--- src/rtl/pg_pkg.sv ---
// Shared Peres-gate definitions: default lane width plus the forward (PG) and
// inverse (PG^-1) bitwise transforms used by encoder, decoder and scoreboards.
package pg_pkg;

  localparam int PG_W = 8;

  function automatic logic [3*PG_W-1:0] pg_fwd(input logic [PG_W-1:0] a,
                                               input logic [PG_W-1:0] b,
                                               input logic [PG_W-1:0] c);
    return {a, a ^ b, (a & b) ^ c};
  endfunction

  function automatic logic [3*PG_W-1:0] pg_inv(input logic [PG_W-1:0] d,
                                               input logic [PG_W-1:0] e,
                                               input logic [PG_W-1:0] f);
    logic [PG_W-1:0] b;
    b = d ^ e;
    return {d, b, (d & b) ^ f};
  endfunction

endpackage

--- src/rtl/pg_inv_stage.sv ---
// One valid/ready register slice carrying a PW-bit payload; accepts whenever it
// is empty or its content leaves in the same cycle, so it sustains 1 word/cycle.
module pg_inv_stage
  import pg_pkg::*;
#(
  parameter int PW = 3 * PG_W
) (
  input  logic          clk,
  input  logic          rst,
  input  logic          up_valid,
  output logic          up_ready,
  input  logic [PW-1:0] up_data,
  output logic          dn_valid,
  input  logic          dn_ready,
  output logic [PW-1:0] dn_data
);

  logic load;

  assign up_ready = !dn_valid || dn_ready;
  assign load     = up_valid && up_ready;

  always_ff @(posedge clk) begin
    if (rst) begin
      dn_valid <= 1'b0;
      dn_data  <= '0;
    end else if (load) begin
      dn_valid <= 1'b1;
      dn_data  <= up_data;
    end else if (dn_ready) begin
      dn_valid <= 1'b0;
    end
  end

endmodule

--- src/rtl/pg_inv_pipe.sv ---
// Two-stage streaming inverse-Peres decoder (d,e,f) -> (a,b,c) with a wrapping
// output-word counter. Optional PG_ROUNDTRIP_CHECK_EN adds a sticky re-encode check.
module pg_inv_pipe
  import pg_pkg::*;
#(
  parameter int W     = PG_W,
  parameter int CNT_W = 16
) (
  input  logic             clk,
  input  logic             rst,
  input  logic             in_valid,
  output logic             in_ready,
  input  logic [W-1:0]     in_d,
  input  logic [W-1:0]     in_e,
  input  logic [W-1:0]     in_f,
  output logic             out_valid,
  input  logic             out_ready,
  output logic [W-1:0]     out_a,
  output logic [W-1:0]     out_b,
  output logic [W-1:0]     out_c,
`ifdef PG_ROUNDTRIP_CHECK_EN
  output logic             chk_err,
`endif
  output logic [CNT_W-1:0] word_cnt
);

`ifdef PG_ROUNDTRIP_CHECK_EN
  // S1 also carries the original e so the check sees the true encoded word.
  localparam int S1_W = 4 * W;
  localparam int S2_W = 6 * W;
`else
  localparam int S1_W = 3 * W;
  localparam int S2_W = 3 * W;
`endif

  logic            s1_valid, s2_free;
  logic [S1_W-1:0] s1_din, s1_q;
  logic [S2_W-1:0] s2_din, s2_q;
  logic [W-1:0]    s1_a, s1_b, s1_f;

  // Stage 1 boundary: a = d, b = d ^ e, f passed through
`ifdef PG_ROUNDTRIP_CHECK_EN
  logic [W-1:0] s1_e;
  assign s1_din = {in_d, in_d ^ in_e, in_f, in_e};
  assign s1_e   = s1_q[W-1:0];
`else
  assign s1_din = {in_d, in_d ^ in_e, in_f};
`endif
  assign s1_a = s1_q[S1_W-1 -: W];
  assign s1_b = s1_q[S1_W-W-1 -: W];
  assign s1_f = s1_q[S1_W-2*W-1 -: W];

  pg_inv_stage #(.PW(S1_W)) u_s1 (
    .clk      (clk),
    .rst      (rst),
    .up_valid (in_valid),
    .up_ready (in_ready),
    .up_data  (s1_din),
    .dn_valid (s1_valid),
    .dn_ready (s2_free),
    .dn_data  (s1_q)
  );

  // Stage 2 boundary: c = (a & b) ^ f
`ifdef PG_ROUNDTRIP_CHECK_EN
  assign s2_din = {s1_a, s1_b, (s1_a & s1_b) ^ s1_f, s1_a, s1_e, s1_f};
`else
  assign s2_din = {s1_a, s1_b, (s1_a & s1_b) ^ s1_f};
`endif

  pg_inv_stage #(.PW(S2_W)) u_s2 (
    .clk      (clk),
    .rst      (rst),
    .up_valid (s1_valid),
    .up_ready (s2_free),
    .up_data  (s2_din),
    .dn_valid (out_valid),
    .dn_ready (out_ready),
    .dn_data  (s2_q)
  );

  assign out_a = s2_q[S2_W-1 -: W];
  assign out_b = s2_q[S2_W-W-1 -: W];
  assign out_c = s2_q[S2_W-2*W-1 -: W];

  always_ff @(posedge clk) begin
    if (rst) begin
      word_cnt <= '0;
    end else if (out_valid && out_ready) begin
      word_cnt <= word_cnt + CNT_W'(1);
    end
  end

`ifdef PG_ROUNDTRIP_CHECK_EN
  logic [W-1:0] chk_d, chk_e, chk_f;
  logic         mism;

  assign chk_d = s2_q[3*W-1 -: W];
  assign chk_e = s2_q[2*W-1 -: W];
  assign chk_f = s2_q[W-1:0];
  assign mism  = (out_a != chk_d) || ((out_a ^ out_b) != chk_e) ||
                 (((out_a & out_b) ^ out_c) != chk_f);

  always_ff @(posedge clk) begin
    if (rst) begin
      chk_err <= 1'b0;
    end else if (out_valid && mism) begin
      chk_err <= 1'b1;
    end
  end
`endif

endmodule
--- config.mk ---
export PLATFORM = sky130hd
export DESIGN_NAME = pg_inv_pipe
export DESIGN_NICKNAME = d
export VERILOG_FILES = /design/src/rtl/pg_pkg.sv /design/src/rtl/pg_inv_stage.sv /design/src/rtl/pg_inv_pipe.sv
export SDC_FILE = /design/constraint.sdc
export NUM_CORES = 1
export LEC_CHECK = 0
export CAP_MARGIN = 25
export CORE_ASPECT_RATIO = 0.75
export CORE_MARGIN = 1
export CORE_UTILIZATION = 30
export CTS_BUF_LIST = sky130_fd_sc_hd__clkbuf_8
export DETAILED_ROUTE_END_ITERATION = 8
export GPL_TIMING_DRIVEN = 0
export SYNTH_ARGS = -nofsm -noshare
export SYNTH_HDL_FRONTEND = slang
export SYNTH_SLANG_ARGS = --single-unit
--- constraint.sdc ---
create_clock -name clk -period 3.2 [get_ports clk]
set_input_delay 0.64 -clock clk [delete_from_list [all_inputs] [get_ports clk]]
set_output_delay 0.64 -clock clk [all_outputs]
set_load 0.02 [all_outputs]
# --- Yosys cells after proc, flatten, opt, wreduce, memory -nomap -nowiden ---
# Cells that the tools add are included.
word_totals:
  out_inout_bits: 42
  input_bits: 28
  ff_bits: 66
  elab_cells: 22
op_classes:
  bitwise: 3
  n_reduce_logical: 9
  mux: 4
  n_addsub: 1
op_table:
  columns: ["op", "count"]
  rows:
  - ["$add A16 B1 Y16 const B", 1]
  - ["$xor A8 B8 Y8", 2]
  - ["$and A8 B8 Y8", 1]
  - ["$mux W1", 4]
  - ["$reduce_bool A2 Y1", 2]
  - ["$logic_and A1 B1 Y1", 3]
  - ["$logic_not A1 Y1", 2]
  - ["$logic_or A1 B1 Y1", 2]

# --- Longest topological paths before layout ---
depth:
  depth_word: 5
  mapped_depth: 6
  depth_no_buf: 5

# --- By module ---
# A second synthesis with hierarchy kept.
unflattened:
  cells_unflattened: 337
  hier_area_um2: 3279.4
modules_own_cells:
  columns: ["mod", "n_inst", "seq_area_each_um2", "cells_each", "area_each_um2"]
  rows:
  - ["pg_inv_stage", 2, 500.5, 114, 1187.4]
  - ["pg_inv_pipe", 1, 320.3, 109, 904.6]

# --- Worst setup path before layout ---
# No wires, ideal clock.
synth_path:
  kind: "input port to flip-flop"
  start: "in out_ready"
  end: "reg u_s1.dn_data[16]"
  path_slack_ps: 1457
  setup_ps: 70
  cell_stages: 5
  n_path_buf: 1
  arrival_time_ps: 1672
  cell_sequence: "nand3b_1 > nand2_1 > clkbuf_1 > nand2_1 > a21oi_1"
synth_via:
  elab_chain_cells: 3
synth_rtl:
  columns: ["item", "line_no", "source"]
  rows:
  - ["from (decl)", "pg_inv_pipe.sv:17", "input logic out_ready,"]
  - ["$logic_or A1 B1 Y1 (2 in series)", "pg_inv_stage.sv:20", "assign up_ready = !dn_valid || dn_ready;"]
  - ["$logic_and A1 B1 Y1", "pg_inv_stage.sv:21", "assign load = up_valid && up_ready;"]
  - ["to (signal assigned)", "pg_inv_stage.sv:29", "dn_data <= up_data;"]
  - ["to (decl)", "pg_inv_stage.sv:15", "output logic [PW-1:0] dn_data"]
# No other way between the ends.
# A chain may end at the register's enable or synchronous reset.

# --- Worst setup path after layout ---
layout_path:
  start: "in out_ready"
  end: "out in_ready"
layout_via:
  elab_chain_cells: 2
layout_rtl:
  columns: ["item", "line_no", "source"]
  rows:
  - ["$logic_or A1 B1 Y1 (2 in series)", "pg_inv_stage.sv:20", null]
  - ["to (decl)", "pg_inv_pipe.sv:12", "output logic in_ready,"]
# No other way between the ends.

==> results by group <==
Status
  – Status: finished, final reports clean

STA
  – Worst slew pin tran: 0.581 ns
  – RSZ-0062 raised after global routing: no
  – Max-slew violations: 0
  – Setup Viol. Count Final: 0
  – Post-route clock skew: 0.00552 ns
  – Fmax: 372 MHz
  – Min cycle time layout: 2.69 ns
  – Setup TNS Final: 0 ns
  – Final hold vios: 0
  – Slew HR: 0.613
  – Final Cycle Share: 0.841

GRT
  – GR Overflow Total: 0
  – Initial antenna violation count: 0
  – Vias in the first global route: 2124
  – Overall Global Routing Usage: 0.157
  – Largest net degree at the start of global routing: 12
  – First-pass GRT wire length: 10400 µm

Setup path
  – Crit-path cells: clkdlybuf4s50_1 -> nand3b_1 -> clkdlybuf4s50_1
  – CP max-delay cell: clkdlybuf4s50_1
  – Max Fanout on Critical Path: 6
  – CP endpoint kind: output pin
  – Most frequent CP cell: clkdlybuf4s50_1
  – Delay-heaviest family, CP: buffers and inverters
  – Max stage delay on crit path: 0.63 ns
  – Crit path buffers/inverters: 2
  – WS Path Type: input port to output pin
  – Worst EP arrival: 2.05 ns
  – Startpoint types: input port
  – CP required: 2.56 ns

Synth
  – Syn Inst Count: 308
  – Warnings, synthesis: 0
  – Prevailing post-synth register cell: dfxtp_1
  – Post-synth EDFFs: 0
  – Mapped Area: 0.00259 mm²
  – Mean Syn Cell Area: 8.40 µm²
  – Async SR Flop Fraction: 0
  – Post-synthesis sequential area ratio: 0.510
  – Synth Net Count: 337
  – Post-synthesis cell type count: 29
  – Synth Register Bits: 66

Die
  – Chip height: 82.4 µm
  – Starting Density: 0.319
  – Die W: 109 µm
  – Core box area: 0.00813 mm²
  – Rows: 28
  – I/O Pins: 70
  – Overall die area: 0.00901 mm²

Placed design
  – DP Area: 0.00340 mm²
  – HPWL Detailed: 4920 µm
  – GP Congestion: 0.793
  – I/O Buffers: 68

Route
  – DRT antenna net count: 0
  – Drt first-iter violations: 104
  – Final WL: 6690 µm
  – Wire length per cell: 13.5 µm
  – First-pass DRT Iterations: 4
  – Post-route DRC: 0
  – Avg Vias per Cell: 4.65
  – Total number of vias: 2311

Finish
  – Commonest non-fill, non-tap cell in the layout: nand2_1
  – Share of cells above drive strength 1: 0.0638
  – Area delta synth->final: 41.7%
  – Nets: 416
  – Leading cell types in the layout, fill and taps excluded: 81 x nand2_1, 68 x clkdlybuf4s50_1, 66 x dfxtp_1, 39 x a21oi_1, 28 x nor2_1
  – Finished Cell Area: 0.00367 mm²
  – Antenna cells: 0

Clock network
  – CTS tree: yes
  – Clock Latency Late Sink: 0.34 ns
  – Max clock buf depth: 2
  – Worst-path clk slew: 0.07 ns
  – H-tree depth: 3
  – Total CTS buffers: 9
  – Root Buffer: clkbuf_8
  – CTS resizes: 0
  – CTS Sinks: 66
  – Post-CTS Setup Repair Bufs: 0
  – Hold Buf Count CTS: 0

Power
  – Pwr dens: 543 mW/mm²
  – VDD IR max: 0.193 mV
  – Leakage: 1.30 nW

Job
  – Max-cap violations: 0

Min path
  – Hold Crit Class: flop to flop
==> state kept, by name, indices dropped and copies added, names as in the netlist <==
register	cells
u_s1.dn_valid	1
u_s2.dn_data	24
u_s2.dn_valid	1
word_cnt	16
u_s1.dn_data	24
==> cell families (layout without fill, tap and decap cells) <==
| group | after synthesis | count (layout) | synth area share |
|---|---|---|---|
| compound gates | 59 | 59 | 0.132 |
| buf+inv | 21 | 105 | 0.0338 |
| xor+xnor | 27 | 27 | 0.0913 |
| flops | 66 | 66 | 0.510 |
| fa+ha+maj | 1 | 1 | 0.00483 |
| simple gates | 134 | 134 | 0.228 |
==> where the power goes <==
part           internal (mW)  switching [mW]
registers              0.856          0.0235
logic                 0.0901           0.102
clock network          0.614           0.306
total                   1.56           0.431
==> area by class of cell <==
cell class                 count  area, µm²
timing repair buffer          68        681
tap                          105        131
inverter                       3       11.3
multi-input combinational    221       1180
buffer                        18       76.3
fill                         828       4460
sequential                    66       1320
clock inverter                 6        129
clock buffer                  10        138
==> metal layers <==
layer  share of wire  global-route usage  vias to the layer above
met5               0                   0                        -
met4           0.012              0.0600                        0
met3           0.070              0.0502                       11
met2            0.45               0.241                       70
met1            0.47               0.206                     1040
li1                -                   -                     1190
==> final timing paths <==
kind | from | end | slack [ns] | cells past startpoint
worst max register to register | word_cnt[0] | word_cnt[14] | 1.46 | 5
worst min-delay path | u_s2.dn_data[15] | u_s2.dn_data[15] | 0.46 | 2
worst max-delay path | out_ready | in_ready | 0.51 | 3
worst min register to register | u_s2.dn_data[15] | u_s2.dn_data[15] | 0.46 | 2
==> cells in the mapped netlist, types with 2 or more instances <==
cell      count  area share
a211oi_1     16       0.046
clkbuf_1     10       0.015
dfxtp_1      66        0.51
and2_1        2      0.0048
nor3_1        2      0.0039
xor2_1       15       0.051
nand2_1      81        0.12
or3_1         2      0.0048
nor2_1       28       0.041
nand4_1       4      0.0097
o21ai_0       2      0.0039
inv_1         3      0.0043
xnor2_1      12       0.041
a21oi_1      39       0.075
nand3_1       5      0.0097
and4_1        2      0.0068
buf_2         7       0.014
==> worst register-to-register path, cell delays in order, from the launching register on <==
cell	delay (ns)
dfxtp_1	0.40
ha_1	0.18
nand3_1	0.25
nor2_1	0.24
or4b_1	0.45
a21oi_1	0.16
==> metrics by stage <==
step	setup WS, ns	power [mW]	util	instances	hold WS, ns
2_1_floorplan	1.46	0.994	-	308	0.445
5_1_grt	0.433	2.08	0.451	497	0.477
3_3_place_gp	0.525	1.09	0.418	481	0.448
4_1_cts	0.493	2.02	0.451	497	0.460
6_report	0.509	1.99	0.451	497	0.456
3_5_place_dp	0.492	1.09	0.418	481	0.450
No activity file was read; power rests on OpenSTA's default activity.
